### config.mk
export PLATFORM = sky130hd
export DESIGN_NAME = qbus_dma_arb_flat
export DESIGN_NICKNAME = d
export VERILOG_FILES = /design/src/rtl/qbus_dma_arb_if.sv /design/src/rtl/qbus_dma_arb.sv /design/src/flat_wrapper.sv
export SDC_FILE = /design/constraint.sdc
export NUM_CORES = 1
export LEC_CHECK = 0
export ABC_AREA = 0
export BUFFER_PORTS_ARGS = -buffer_cell sky130_fd_sc_hd__buf_2
export CORE_UTILIZATION = 35
export CTS_BUF_LIST = sky130_fd_sc_hd__clkbuf_4
export DETAILED_ROUTE_END_ITERATION = 6
export SLEW_MARGIN = 10
export SYNTH_ARGS = -nofsm -noshare
export SYNTH_HDL_FRONTEND = slang
export SYNTH_SLANG_ARGS = --single-unit
### constraint.sdc
create_clock -name pin_clk -period 2.6 [get_ports pin_clk]
set_input_delay 0.52 -clock pin_clk [delete_from_list [all_inputs] [get_ports pin_clk]]
set_output_delay 0.52 -clock pin_clk [all_outputs]
set_load 0.02 [all_outputs]
### src/rtl/qbus_dma_arb_if.sv
// rtl/qbus_dma_arb_if.sv - Qbus mastership arbiter signal bundle
interface qbus_dma_arb_if;
    logic pin_init;
    logic pin_dmr;
    logic pin_sack;
    logic pin_sync;
    logic cpu_req;
    logic cpu_gnt;
    logic pin_dmgo;
    logic dma_act;
    logic dma_tmo;

    modport master (
        output pin_init, pin_dmr, pin_sack, pin_sync, cpu_req,
        input  cpu_gnt, pin_dmgo, dma_act, dma_tmo
    );

    modport slave (
        input  pin_init, pin_dmr, pin_sack, pin_sync, cpu_req,
        output cpu_gnt, pin_dmgo, dma_act, dma_tmo
    );
endinterface

### src/rtl/qbus_dma_arb.sv
// rtl/qbus_dma_arb.sv - Qbus bus-mastership arbiter between core and DMA masters
module qbus_dma_arb #(
    parameter int TMO_W    = 8,
    parameter int TMO_CNT  = 200,
    parameter int CPU_FAIR = 1
) (
    input  logic            pin_clk,
    input  logic            pin_dclo_n,
    qbus_dma_arb_if.slave   bus
);

    typedef enum logic [2:0] {
        S_IDLE,
        S_CPU,
        S_GRANT,
        S_DMA,
        S_RELEASE
    } state_t;

    localparam logic [TMO_W-1:0] TMO_LAST = TMO_W'(TMO_CNT - 1);
    localparam logic [TMO_W-1:0] CNT_MAX  = '1;

    state_t           state;
    logic [TMO_W-1:0] tmo_cnt;
    logic             fair;

    // Outputs are registered from the next state, so every branch that keeps
    // or enters a state re-asserts that state's output; the rest default low.
    always_ff @(posedge pin_clk or negedge pin_dclo_n) begin
        if (!pin_dclo_n) begin
            state        <= S_IDLE;
            tmo_cnt      <= '0;
            fair         <= 1'b0;
            bus.cpu_gnt  <= 1'b0;
            bus.pin_dmgo <= 1'b0;
            bus.dma_act  <= 1'b0;
            bus.dma_tmo  <= 1'b0;
        end else begin
            bus.cpu_gnt  <= 1'b0;
            bus.pin_dmgo <= 1'b0;
            bus.dma_act  <= 1'b0;
            bus.dma_tmo  <= 1'b0;
            if (bus.pin_init) begin
                state   <= S_IDLE;
                tmo_cnt <= '0;
                fair    <= 1'b0;
            end else begin
                case (state)
                    S_IDLE: begin
                        if (bus.pin_dmr && !bus.pin_sync && !fair) begin
                            state        <= S_GRANT;
                            tmo_cnt      <= '0;
                            bus.pin_dmgo <= 1'b1;
                        end else if (bus.cpu_req) begin
                            state       <= S_CPU;
                            fair        <= 1'b0;
                            bus.cpu_gnt <= 1'b1;
                        end else begin
                            fair <= 1'b0;
                        end
                    end
                    // DMR is deliberately ignored until the core's cycle finishes.
                    S_CPU: begin
                        if (bus.cpu_req || bus.pin_sync) begin
                            bus.cpu_gnt <= 1'b1;
                        end else begin
                            state <= S_IDLE;
                        end
                    end
                    S_GRANT: begin
                        if (bus.pin_sack) begin
                            state       <= S_DMA;
                            tmo_cnt     <= '0;
                            bus.dma_act <= 1'b1;
                        end else if (!bus.pin_dmr) begin
                            state   <= S_IDLE;
                            tmo_cnt <= '0;
                        end else if (tmo_cnt == TMO_LAST) begin
                            state       <= S_IDLE;
                            tmo_cnt     <= '0;
                            bus.dma_tmo <= 1'b1;
                        end else begin
                            bus.pin_dmgo <= 1'b1;
                            if (tmo_cnt != CNT_MAX) begin
                                tmo_cnt <= tmo_cnt + 1'b1;
                            end
                        end
                    end
                    S_DMA: begin
                        if (!bus.pin_sack && !bus.pin_sync) begin
                            state <= S_RELEASE;
                        end else begin
                            bus.dma_act <= 1'b1;
                        end
                    end
                    S_RELEASE: begin
                        state <= S_IDLE;
                        if (CPU_FAIR != 0 && bus.cpu_req) begin
                            fair <= 1'b1;
                        end
                    end
                    default: begin
                        state   <= S_IDLE;
                        tmo_cnt <= '0;
                        fair    <= 1'b0;
                    end
                endcase
            end
        end
    end

endmodule

### src/flat_wrapper.sv
// flat-port wrapper written by rule: the top's interface ports become plain ports
module qbus_dma_arb_flat 
#(
    parameter int TMO_W    = 8,
    parameter int TMO_CNT  = 200,
    parameter int CPU_FAIR = 1
)
  (pin_clk, pin_dclo_n, bus_pin_init, bus_pin_dmr, bus_pin_sack, bus_pin_sync, bus_cpu_req, bus_cpu_gnt, bus_pin_dmgo, bus_dma_act, bus_dma_tmo);
  qbus_dma_arb_if bus_i ();
  input  logic pin_clk;
  input  logic pin_dclo_n;
  input wire logic [$bits(bus_i.pin_init)-1:0] bus_pin_init;
  input wire logic [$bits(bus_i.pin_dmr)-1:0] bus_pin_dmr;
  input wire logic [$bits(bus_i.pin_sack)-1:0] bus_pin_sack;
  input wire logic [$bits(bus_i.pin_sync)-1:0] bus_pin_sync;
  input wire logic [$bits(bus_i.cpu_req)-1:0] bus_cpu_req;
  output wire logic [$bits(bus_i.cpu_gnt)-1:0] bus_cpu_gnt;
  output wire logic [$bits(bus_i.pin_dmgo)-1:0] bus_pin_dmgo;
  output wire logic [$bits(bus_i.dma_act)-1:0] bus_dma_act;
  output wire logic [$bits(bus_i.dma_tmo)-1:0] bus_dma_tmo;
  assign bus_i.pin_init = bus_pin_init;
  assign bus_i.pin_dmr = bus_pin_dmr;
  assign bus_i.pin_sack = bus_pin_sack;
  assign bus_i.pin_sync = bus_pin_sync;
  assign bus_i.cpu_req = bus_cpu_req;
  assign bus_cpu_gnt = bus_i.cpu_gnt;
  assign bus_pin_dmgo = bus_i.pin_dmgo;
  assign bus_dma_act = bus_i.dma_act;
  assign bus_dma_tmo = bus_i.dma_tmo;
  qbus_dma_arb #(.TMO_W(TMO_W), .TMO_CNT(TMO_CNT), .CPU_FAIR(CPU_FAIR)) u_core (.pin_clk(pin_clk), .pin_dclo_n(pin_dclo_n), .bus(bus_i));
endmodule
==> run_results.csv, run 1 <==
group,metric,value,unit
sta,tns,0,ns
sta,setup_viol,0,
global_routing,antenna_found_initial,0,
global_routing,grt_start_max_net_pins,17,
global_routing,grtUsageTotal,0.160,
final_layout,drive_above_1_share,0.191,
detailed_routing,ant_nets,0,
clocking,clockBufferDepth,2,
floorplanning,die_w,53.6,um
run,drv_cap,0,
power_and_ir_drop,power_density,530,nW/um2
detailed_routing,vias,795,
floorplanning,start_util,0.373,
clocking,cts_sinks,16,
logic_synthesis,syn_area_per_cell,9.52,um2
clocking,clk_pin_slew,0.10,ns
power_and_ir_drop,total_power,0.555,mW
placed_design,place.gp.congestion,0.944,
floorplanning,core_area,2500,um2
final_layout,antenna-diode-count,0,
setup_path,ff2ff_path_depth,5,
sta,slew_violations,0,
clocking,clk_latency,0.29,ns
sta,slew_headroom,0.665,
setup_path,required,2.79,ns
final_layout,nets,120,
placed_design,dpl.cell_count,136,
setup_path,cp-end-kind,"flop",
setup_path,cp-startpoint,"u_core.state[2]",
final_layout,area_growth,12.2,%
logic_synthesis,seq_area_frac_synth,0.429,
detailed_routing,routed_wirelength,1920,um
clocking,cts_root_buf,"clkbuf_4",
placed_design,place_ws,0.322,ns
placed_design,hpwl,1380,um
logic_synthesis,syn_inst,98,
detailed_routing,drt-pass1-iter-count,4,
setup_path,reg2reg_setup_slack,0.52,ns
clocking,cts_setup_buffers,0,
final_layout,instances_no_fill,140,
detailed_routing,drt_first_iter_violations,22,
worst_hold_path,hp-class,"primary input to async pin",
sta,clock.fmax,481,MHz
clocking,htree_num_levels,1,
floorplanning,num_rows,18,
setup_path,slowest_delay,0.57,ns
sta,clock_skew,0.00279,ns
sta,worst_pin_slew,0.497,ns
sta,setup_ws,0.521,ns
logic_synthesis,yosys_warnings,0,
floorplanning,die_area,2880,um2
logic_synthesis,synth-seq-cells,16,
setup_path,critPathKind,"flop to flop",
setup_path,r2r_end,"u_core.tmo_cnt[3]",
logic_synthesis,async_flop_share,1.00,
power_and_ir_drop,peakVddDrop,0.250,mV
sta,finalHoldViolCount,0,
detailed_routing,route.detailed.drc,0,
global_routing,grt_pass1_vias,732,
final_layout,fin_util,0.419,
setup_path,worstSetupStartpointType,"flop",
detailed_routing,vias_per_cell,5.68,
floorplanning,io_pins,11,
placed_design,portBuffers,10,
setup_path,slowest_stage,"or4b_4",
logic_synthesis,netlist_area,933,um2
logic_synthesis,synth_edf_count,0,
sta,post-route-min-period,2.08,ns
setup_path,worst-path-max-fanout,9,
floorplanning,die_h,53.6,um
sta,grt_setup_unrepaired,"false",
logic_synthesis,synth_cell_types,34,
clocking,cts_resized,0,
sta,period_share,0.800,
clocking,cts_tree,"done",
global_routing,globalRouteOverflowTotal,0,
logic_synthesis,synth_ff_type,"dfrtp_1",
run_status,status,"finished, final reports clean",
logic_synthesis,synth_fp_nets,107,
setup_path,timing.rr.start,"u_core.state[2]",
placed_design,dpl_cell_area,1020,um2
setup_path,path_cells,"or4b_4 > a32oi_4 > o41ai_4 > or2_4 > o41ai_2",
setup_path,arrival,2.27,ns
clocking,cts_hold_buf,0,
clocking,cts_buffers,3,
final_layout,fin_area,1050,um2
global_routing,grt_pass1_wl,3330,um
detailed_routing,wl_per_cell,13.7,um
power_and_ir_drop,power_leakage,0.495,nW
sta,fin_hold_ws,0.124,ns
==> cell families (layout without fill, tap and decap cells) <==
kind of cell | Yosys count | in the layout | share of synthesized area
and+or+nand+nor | 42 | 42 | 0.243
AOI/OAI and AO/OA | 29 | 29 | 0.257
adders and majority gates | 2 | 2 | 0.0268
muxes | 1 | 1 | 0.0121
DFF | 16 | 16 | 0.429
buffers and inverters | 8 | 20 | 0.0322
==> worst max-delay path by stage <==
stage	slack, ns	endpoint
after floorplan	0.59	u_core.tmo_cnt[3]
after global placement	0.40	u_core.tmo_cnt[3]
after detailed placement	0.32	u_core.tmo_cnt[3]
after CTS	0.53	u_core.tmo_cnt[3]
after global routing	0.43	u_core.tmo_cnt[3]
final	0.52	u_core.tmo_cnt[3]
==> power breakdown <==
group          leakage (nW)  switching [mW]  internal (mW)
Sequential            0.221          0.0295          0.262
Combinational         0.259          0.0692         0.0529
Clock                0.0154          0.0854         0.0557
Total                 0.495           0.184          0.371
==> cell usage after synthesis, drive strengths merged, types with 2 or more instances <==
| library cell | count | area (um2) |
|---|---|---|
| nor4b | 2 | 17.5 |
| ha | 2 | 25.0 |
| and3 | 4 | 25.0 |
| clkbuf | 4 | 15.0 |
| o31ai | 2 | 15.0 |
| o211ai | 2 | 15.0 |
| nand2b | 2 | 12.5 |
| nor2 | 11 | 41.3 |
| a21oi | 4 | 20.0 |
| dfrtp | 16 | 400 |
| o41ai | 3 | 52.6 |
| nand3 | 5 | 25.0 |
| nor3 | 2 | 10.0 |
| nand2 | 8 | 30.0 |
| o21ai | 11 | 55.1 |
| inv | 4 | 15.0 |
==> state kept, by name, summed over array words and instances (netlist names) <==
signal / cells
u_core.fair: 1
u_core.tmo_cnt: 8
u_core.bus.dma_act: 1
u_core.bus.pin_dmgo: 1
u_core.state: 3
u_core.bus.dma_tmo: 1
u_core.bus.cpu_gnt: 1
==> per-layer routing <==
layer  routed length [um]  track usage
met3                   42       0.0339
met1                 1010        0.224
met5                    0            0
met2                  852        0.240
met4                   13       0.0570
==> cell type report <==
cell class,count,area [um2]
repair buffers,12,65.1
multi-input cells,74,503
clock buffers,3,22.5
inverters,4,15.0
flip-flops and latches,16,400
clock inverters,1,3.75
fillers,238,1450
well taps,30,37.5
==> worst max-delay path: cells and delay by family (launching register included) <==
| kind | cells | cell delay [ns] |
|---|---|---|
| DFF | 1 | 0.45 |
| AOI/OAI and AO/OA | 3 | 0.68 |
| and+or+nand+nor | 2 | 0.85 |
==> cells in the final DEF (no fill, tap or decap), types with 2 or more instances in the layout <==
master,Yosys,final
and3_1,4,4
buf_4,0,2
buf_2,0,10
nor4b_1,2,2
nor2_1,11,11
a21oi_1,4,4
nand3_1,5,5
nand2b_1,2,2
o211ai_1,2,2
o21ai_0,11,11
o31ai_1,2,2
nor3_1,2,2
nand2_1,8,8
inv_1,4,4
ha_1,2,2
dfrtp_1,16,16
clkbuf_4,0,3
Power figures use the tool's default switching activity.
==> run 2: changes to the inputs <==
- clock period: 2.6 -> 2.05 ns (I/O delays scaled with it)
==> run 2 against run 1 <==
Against the previous run: via count up 2.5%; cell count up 5.0%; final area up 5.0%; clock skew up 0.0051 ns; sequential cell count unchanged; non-clock buffer count up 7; fmax up 8.1%; register-to-register slack worse by 0.39 ns; count of clock-buffer cells in the layout unchanged; clock power up 25%; highest routed layer unchanged.
==> run_results.csv, run 2 (synthesized netlist as in run 1, its figures left out) <==
group,metric,value,unit
floorplanning,core_area,2500,um2
power_and_ir_drop,clkPwrFrac,0.241,
worst_hold_path,hp-class,"primary input to async pin",
setup_path,required,2.24,ns
global_routing,grt_pass1_vias,735,
power_and_ir_drop,power_density,664,nW/um2
detailed_routing,vias_per_cell,5.54,
global_routing,gr-max-usage-layer,"met2",
power_and_ir_drop,switchingPower,0.238,mW
sta,period_share,0.938,
setup_path,worstSetupStartpointType,"flop",
sta,slew_violations,0,
placed_design,place_ws,0.00471,ns
detailed_routing,routed_wirelength,1980,um
setup_path,path_cells,"or4b_4 > a32oi_4 > o41ai_4 > or2_4 > o41ai_2",
sta,finalHoldViolCount,0,
clocking,clockBufferDepth,2,
detailed_routing,drt-pass1-iter-count,4,
clocking,htree_num_levels,1,
sta,worst_pin_slew,0.478,ns
power_and_ir_drop,p_int,0.493,mW
final_layout,fin_area,1100,um2
final_layout,final_common_cell,"dfrtp_1",
power_and_ir_drop,total_power,0.731,mW
final_layout,fin_util,0.440,
setup_path,slowest_delay,0.55,ns
final_layout,area_growth,17.8,%
sta,slew_headroom,0.679,
final_layout,largest_reg_flops,8,
global_routing,globalRouteOverflowTotal,0,
floorplanning,io_pins,11,
run_status,status,"finished, final reports clean",
clocking,cts_resized,0,
detailed_routing,vias,815,
setup_path,critPathKind,"flop to flop",
power_and_ir_drop,comb_power_share,0.285,
detailed_routing,route.detailed.drc,0,
run,drv_cap,0,
global_routing,grt_start_max_net_pins,17,
sta,post-route-min-period,1.92,ns
clocking,cts_root_buf,"clkbuf_4",
final_layout,nets,127,
global_routing,grtUsageTotal,0.165,
final_layout,top_register,"u_core.tmo_cnt",
setup_path,reg2reg_setup_slack,0.13,ns
final_layout,instances_no_fill,147,
global_routing,met2_usage,0.252,
setup_path,cp-end-kind,"flop",
setup_path,slowest_stage,"or4b_4",
floorplanning,die_w,53.6,um
sta,clock.fmax,520,MHz
detailed_routing,drt_first_iter_violations,19,
sta,clock_skew,0.00784,ns
placed_design,hpwl,1480,um
floorplanning,die_h,53.6,um
sta,fin_hold_ws,0.00587,ns
clocking,clk_pin_slew,0.10,ns
placed_design,portBuffers,10,
setup_path,arrival,2.12,ns
global_routing,grtUsageMet3,0.0339,
final_layout,antenna-diode-count,0,
placed_design,dpl_cell_area,1070,um2
floorplanning,num_rows,18,
clocking,cts_hold_buf,0,
power_and_ir_drop,share_seq_of_total_power,0.474,
clocking,cts_buffers,3,
sta,setup_viol,0,
sta,setup_ws,0.126,ns
global_routing,gr-usage-met1,0.227,
setup_path,worst-path-max-fanout,4,
power_and_ir_drop,peakVddDrop,0.300,mV
sta,tns,0,ns
floorplanning,die_area,2880,um2
power_and_ir_drop,power_leakage,0.532,nW
placed_design,dpl.cell_count,143,
placed_design,place.gp.congestion,0.846,
clocking,cts_tree,"done",
detailed_routing,ant_nets,0,
floorplanning,start_util,0.373,
final_layout,mostFrequentLayoutCells,"dfrtp_1 (16), nor2_1 (11), o21ai_0 (11)",
clocking,clk_latency,0.29,ns
detailed_routing,wl_per_cell,13.4,um
power_and_ir_drop,swShare,0.326,
clocking,cts_setup_buffers,0,
clocking,cts_sinks,16,
final_layout,largest_registers,"u_core.tmo_cnt: 8 flops, u_core.state: 3 flops",
final_layout,drive_above_1_share,0.239,
global_routing,antenna_found_initial,0,
global_routing,grt_pass1_wl,3370,um
sta,grt_setup_unrepaired,"false",
[run 2: layer usage]
layer | share of wire | routed length (um) | vias to the layer above
li1 | - | - | 410
met1 | 0.49 | 969 | 382
met2 | 0.46 | 911 | 18
met3 | 0.036 | 72 | 5
met4 | 0.012 | 24 | 0
met5 | 0 | 0 | -
[run 2: critical path: cells and delay by family, from the launching register on]
family | cells | cell delay (ns)
AOI/OAI and AO/OA | 3 | 0.62
DFF | 1 | 0.39
and+or+nand+nor | 2 | 0.82
[run 2: final cells by class]
type                            count  area [um2]
Timing Repair Buffer               19         118
Multi-Input combinational cell     74         503
Tap cell                           30        37.5
Fill cell                         257        1400
Inverter                            4        15.0
Clock inverter                      1        3.75
Clock buffer                        3        22.5
Sequential cell                    16         400
[run 2: power by group through the flow]
stage | Clock (mW) | Combinational (mW) | Sequential (mW)
after floorplan | 0 | 0.129 | 0.357
after global placement | 0 | 0.202 | 0.352
after detailed placement | 0 | 0.208 | 0.352
after CTS | 0.179 | 0.209 | 0.346
after global routing | 0.198 | 0.230 | 0.350
final | 0.176 | 0.208 | 0.346
[run 2: path summary, 6_finish.rpt]
kind                              startpoint                end  cells past startpoint
max reg2reg                  u_core.state[2]  u_core.tmo_cnt[3]                      5
max in group asynchronous         pin_dclo_n  u_core.tmo_cnt[1]                      1
min                               pin_dclo_n    u_core.state[0]                      1
min in group pin_clk            bus_pin_init        u_core.fair                      2
min reg2reg                u_core.tmo_cnt[3]  u_core.tmo_cnt[3]                      1
max                          u_core.state[2]  u_core.tmo_cnt[3]                      5
